`src/rtl/ctrl_shadow_pkg.sv`:
```
// Shared types for the shadowed control register write path.
// Storage check option is selected in the top by CTRL_SHADOW_STORAGE_CHK_EN.
package ctrl_shadow_pkg;

    typedef enum logic [1:0] {
        MODE_OFF     = 2'b00,
        MODE_SLOW    = 2'b01,
        MODE_FAST    = 2'b10,
        MODE_DEFAULT = 2'b11
    } ctrl_mode_e;

    typedef struct packed {
        ctrl_mode_e  mode;
        logic [2:0]  cnt;
    } ctrl_t;

    typedef enum logic [1:0] {
        IDLE   = 2'b00,
        STAGED = 2'b01,
        COMMIT = 2'b10
    } ctrl_shadow_state_e;

    localparam ctrl_t CTRL_RESVAL = '{mode: MODE_DEFAULT, cnt: 3'b000};

    localparam int unsigned CTRL_TIMER_W = 8;

endpackage

```
`src/rtl/ctrl_shadow_timer.sv`:
```
// Saturating phase timer with clear/enable and an expiry flag.
module ctrl_shadow_timer
    import ctrl_shadow_pkg::*;
#(
    parameter int unsigned TIMEOUT_CYCLES = 16
) (
    input  logic clk_i,
    input  logic rst_ni,
    input  logic clr_i,
    input  logic en_i,
    output logic expired_o
);

    localparam logic [CTRL_TIMER_W-1:0] LAST =
        CTRL_TIMER_W'(TIMEOUT_CYCLES - 1);
    localparam logic [CTRL_TIMER_W-1:0] MAX = '1;

    logic [CTRL_TIMER_W-1:0] cnt_q;
    logic [CTRL_TIMER_W-1:0] cnt_d;

    always_comb begin
        cnt_d = cnt_q;
        if (clr_i) begin
            cnt_d = '0;
        end else if (en_i && (cnt_q != MAX)) begin
            cnt_d = cnt_q + 1'b1;
        end
    end

    always_ff @(posedge clk_i or negedge rst_ni) begin
        if (!rst_ni) begin
            cnt_q <= '0;
        end else begin
            cnt_q <= cnt_d;
        end
    end

    assign expired_o = (cnt_q == LAST);

endmodule

```
`src/rtl/ctrl_shadow_wr.sv`:
```
// Two-phase staged/commit write controller for a shadowed control register.
// Define CTRL_SHADOW_STORAGE_CHK_EN to keep an inverted copy and flag corruption.
module ctrl_shadow_wr
    import ctrl_shadow_pkg::*;
#(
    parameter ctrl_t       RESVAL         = CTRL_RESVAL,
    parameter int unsigned TIMEOUT_CYCLES = 16
) (
    input  logic       clk_i,
    input  logic       rst_ni,
    input  logic       we_i,
    input  logic [4:0] wd_i,
    input  logic       re_i,
    output logic       ready_o,
    output logic       busy_o,
    output logic [4:0] qs_o,
    output logic [4:0] q_o,
    output logic       update_err_o,
    output logic       storage_err_o
);

    ctrl_shadow_state_e state_q, state_d;
    ctrl_t              staged_q, staged_d;
    ctrl_t              q_q, q_d;
    logic               uerr_q, uerr_d;
    logic               expired;

    ctrl_shadow_timer #(
        .TIMEOUT_CYCLES(TIMEOUT_CYCLES)
    ) u_timer (
        .clk_i    (clk_i),
        .rst_ni   (rst_ni),
        .clr_i    (state_q != STAGED),
        .en_i     (state_q == STAGED),
        .expired_o(expired)
    );

    always_comb begin
        state_d  = state_q;
        staged_d = staged_q;
        q_d      = q_q;
        uerr_d   = 1'b0;
        unique case (state_q)
            IDLE: begin
                if (we_i) begin
                    staged_d = ctrl_t'(wd_i);
                    state_d  = STAGED;
                end
            end
            STAGED: begin
                // a write always wins over read-abort or timeout
                if (we_i) begin
                    if (ctrl_t'(wd_i) == staged_q) begin
                        state_d = COMMIT;
                    end else begin
                        uerr_d   = 1'b1;
                        staged_d = q_q;
                        state_d  = IDLE;
                    end
                end else if (re_i || expired) begin
                    staged_d = q_q;
                    state_d  = IDLE;
                end
            end
            COMMIT: begin
                q_d     = staged_q;
                state_d = IDLE;
            end
            default: begin
                staged_d = q_q;
                state_d  = IDLE;
            end
        endcase
    end

    always_ff @(posedge clk_i or negedge rst_ni) begin
        if (!rst_ni) begin
            state_q  <= IDLE;
            staged_q <= RESVAL;
            q_q      <= RESVAL;
            uerr_q   <= 1'b0;
        end else begin
            state_q  <= state_d;
            staged_q <= staged_d;
            q_q      <= q_d;
            uerr_q   <= uerr_d;
        end
    end

    assign ready_o      = (state_q != COMMIT);
    assign busy_o       = (state_q == STAGED);
    assign qs_o         = staged_q;
    assign q_o          = q_q;
    assign update_err_o = uerr_q;

`ifdef CTRL_SHADOW_STORAGE_CHK_EN
    logic [4:0] q_inv_q, q_inv_d;
    logic       serr_q, serr_d;

    always_comb begin
        q_inv_d = q_inv_q;
        if (state_q == COMMIT) begin
            q_inv_d = ~staged_q;
        end
        serr_d = serr_q | (q_inv_q != ~q_q);
    end

    always_ff @(posedge clk_i or negedge rst_ni) begin
        if (!rst_ni) begin
            q_inv_q <= ~RESVAL;
            serr_q  <= 1'b0;
        end else begin
            q_inv_q <= q_inv_d;
            serr_q  <= serr_d;
        end
    end

    assign storage_err_o = serr_q;
`else
    assign storage_err_o = 1'b0;
`endif

endmodule

```
`config.mk`:
```
export PLATFORM = sky130hd
export DESIGN_NAME = ctrl_shadow_wr
export DESIGN_NICKNAME = d
export VERILOG_FILES = /design/src/rtl/ctrl_shadow_pkg.sv /design/src/rtl/ctrl_shadow_timer.sv /design/src/rtl/ctrl_shadow_wr.sv
export SDC_FILE = /design/constraint.sdc
export NUM_CORES = 1
export LEC_CHECK = 0
export ABC_AREA = 1
export CAP_MARGIN = 20
export CORE_UTILIZATION = 53
export CTS_CLUSTER_DIAMETER = 120
export DETAILED_ROUTE_END_ITERATION = 10
export GPL_ROUTABILITY_DRIVEN = 0
export PLACE_DENSITY = 0.87
export SLEW_MARGIN = 20
export SYNTH_ARGS = -nofsm -noshare
export SYNTH_HDL_FRONTEND = slang
export SYNTH_SLANG_ARGS = --single-unit
```
`constraint.sdc`:
```
create_clock -name clk_i -period 3.74 [get_ports clk_i]
set_input_delay 0.561 -clock clk_i [delete_from_list [all_inputs] [get_ports clk_i]]
set_output_delay 0.561 -clock clk_i [all_outputs]
set_load 0.1 [all_outputs]
```
==> results.md <==
* Status: complete, no violations
* Initial antenna violation count at 0
* Global-route wire length before repair at 3408 µm
* CP Max Fanout at 4
* Max Cap Violations at 0
* Final Cycle Share at 69.10%
* Number of I/O pins at 23
* Final worst path period need at 2.584 ns
* Largest net degree at the start of global routing at 22
* Switch Pwr at 0.4663 mW
* Clock-pin slew on the worst setup and hold paths at 0.12 ns
* Net count, final at 170
* Synth cell count leaders: nand2_1, dfrtp_1, inv_1
* CORE AREA at 1962 µm²
* Vias in the first global route at 797
* Share of layout cells above drive strength 1 at 13.21%
* CP arrival at 2.02 ns
* Met3 Use GR at 3.019%
* Worst-margin pin slew at 0.9866 ns
* Top post-synthesis cells by area: dfrtp_1, nand2_1, dfstp_2
* Critical Path End Type: primary output
* Grt ovf at 0
* WS Path Type: flop to primary output
* WL/cell at 12.15 µm
* Met2 usage in global routing at 33.78%
* Pwr/cell area at 657.1 nW/µm²
* CTS max path bufs at 2
* Port buffer count at 21
* Crit path max-delay cell type: clkdlybuf4s50_1
* Worst Skew at 0.003038 ns
* Peak supply drop at 637.3 µV
* M1 GR Usage at 30.29%
* Synthesized area at 1110 µm²
* Vias at 962
* Antenna diodes at 0
* Setup bufs post-CTS at 0
* Hold buffers post-CTS at 0
* CP Launch Type: flop
* Cell taking the most area after synthesis: dfrtp_1
* Number of cells in the finished layout apart from fillers at 186
* Detail Placement HPWL at 1709 µm
* Die H at 47.76 µm
* Drt total wl at 2259 µm
* Power share of the sequential group at 35.1%
* Final ANT Viol Nets at 0
* Fin. max-slew vios at 0
* Slew HR at 34.02%
* Mean Syn Cell Area at 8.160 µm²
* Clock network power share at 12.5%
* CP peak stage delay at 1.14 ns
* Post-synth top area share at 38.33%
* CP delay by family, top: buffers and inverters
* Num rows at 16
* Pint at 0.4274 mW
* Unrepaired setup endpoints after global routing: no
* Fmax at 387.0 MHz
* DRC at 0
* Storage cell area at 530.5 µm²
* Initial Util at 56.57%
* Placed cell count at 182
* Mapped Cells at 136
* Worst-path cell chain: clkdlybuf4s50_1
* Static leakage at 0.6614 nW
* # H-tree levels at 1
* Tot GR Track Use at 22.03%
* CTS Buf Count at 3
* Area of the multi-input gates at 496.7 µm²
* Die W at 47.76 µm
* Number of gates resized after CTS at 0
* CTS tree: built
* Register bit total from synthesis at 21
* FFs w/ async S/R, synth at 100.0%
* Clk Latency, worst-skew pair at 0.31 ns
* Gr busiest metal: met2
* Critical path required time at 3.18 ns
* Switching part of the total at 52.18%
* DRT Pass-1 Iters at 4
* Hold WC Path Type: primary input to asynchronous set/reset pin
* Syn-to-layout area delta at 22.55%
* First DRT Iteration DRCs at 21
* EDFF count, synth at 0
* Final Setup Violations at 0
* Via/cell ratio at 5.172
* Final hold vios at 0
* Synth warnings at 0
* Fin Setup TNS at 0 ns
* Filler instances at 177
* Count leader, synth: nand2_1
* CTS Sinks at 21
* Combinational power share at 52.5%
* CTS root buf: clkbuf_4
* Sum of buffers and inverters on the critical path at 1
* Top_reg_cell synth: dfrtp_1
* Die area at 2281 µm²
* Cell variety after synth at 26
* Syn nets at 146
* Register area share after synthesis at 47.80%
-- final cells by class --
cell class | instances | area share (%)
clock buffers | 3 | 1.656
clock inverters | 1 | 0.3680
inverters | 19 | 5.244
multi-input cells | 94 | 36.52
flip-flops and latches | 21 | 39.01
well taps | 27 | 2.484
repair buffers | 21 | 14.72
-- routing by layer --
layer,share of wire [%],routed length (µm)
met1,49,1097
met2,47,1064
met3,2.9,66
met4,1.3,30
met5,0,0
-- cell families (layout without fill, tap and decap cells) --
| group | count (synthesis) | in the layout | share of synthesized area [%] |
|---|---|---|---|
| fa+ha+maj | 1 | 1 | 1.127 |
| mux | 2 | 2 | 2.029 |
| compound gates | 21 | 21 | 10.48 |
| flops | 21 | 21 | 47.80 |
| xor+xnor | 3 | 3 | 2.368 |
| other cells | 1 | 1 | 0.3379 |
| buf+inv | 21 | 44 | 7.441 |
| simple gates | 66 | 66 | 28.41 |
-- through the flow --
step                power [mW]  util [%]  cell area, µm²  hold WS [ns]  setup slack [ns]
floorplan               0.6793         -            1110        0.2654             1.581
global placement        0.7777     68.18            1338        0.4711             1.510
detailed placement      0.7891     68.18            1338        0.4828             1.511
CTS                     0.9014     69.58            1365        0.5012             1.147
global route            0.9386     69.32            1360        0.2212             1.107
finish                  0.8937     69.32            1360        0.1846             1.156
-- placed cells by master (no fill, tap or decap), drive strengths merged --
cell           instances
inv                   19
conb                   1
o21ai                 13
dfstp                  4
nand4                  7
buf                    3
o21bai                 1
mux2                   2
xor2                   1
or2                    1
nand2                 35
nor2                  13
a21oi                  5
a22oi                  1
xnor2                  2
nand3                  9
ha                     1
dfrtp                 17
nor3                   1
clkinv                 1
clkbuf                 3
clkdlybuf4s50         18
a31oi                  1
-- sequential cells by signal (all words and copies together) (netlist names) --
name           count
u_timer.cnt_q      8
update_err_o       1
q_o                5
state_q            2
qs_o               5
-- power by group through the flow --
stage	logic (mW)	registers (mW)	clock network, mW
final	0.469	0.313	0.111
after global routing	0.494	0.319	0.126
after CTS	0.472	0.314	0.115
after detailed placement	0.471	0.318	0
after global placement	0.464	0.314	0
after floorplan	0.132	0.547	0
-- path summary, 6_finish.rpt --
kind / cells after the start / from / slack, ns / endpoint
worst min-delay path: 1 / rst_ni / 0.18 / q_o[0]
worst min register to register: 2 / qs_o[3] / 0.49 / qs_o[3]
max in group asynchronous: 1 / rst_ni / 3.21 / q_o[3]
worst max register to register: 6 / u_timer.cnt_q[1] / 2.09 / u_timer.cnt_q[0]
min in group clk_i: 2 / qs_o[3] / 0.49 / qs_o[3]
worst max-delay path: 1 / qs_o[4] / 1.16 / qs_o[4]
(Power assumes the default switching activity.)
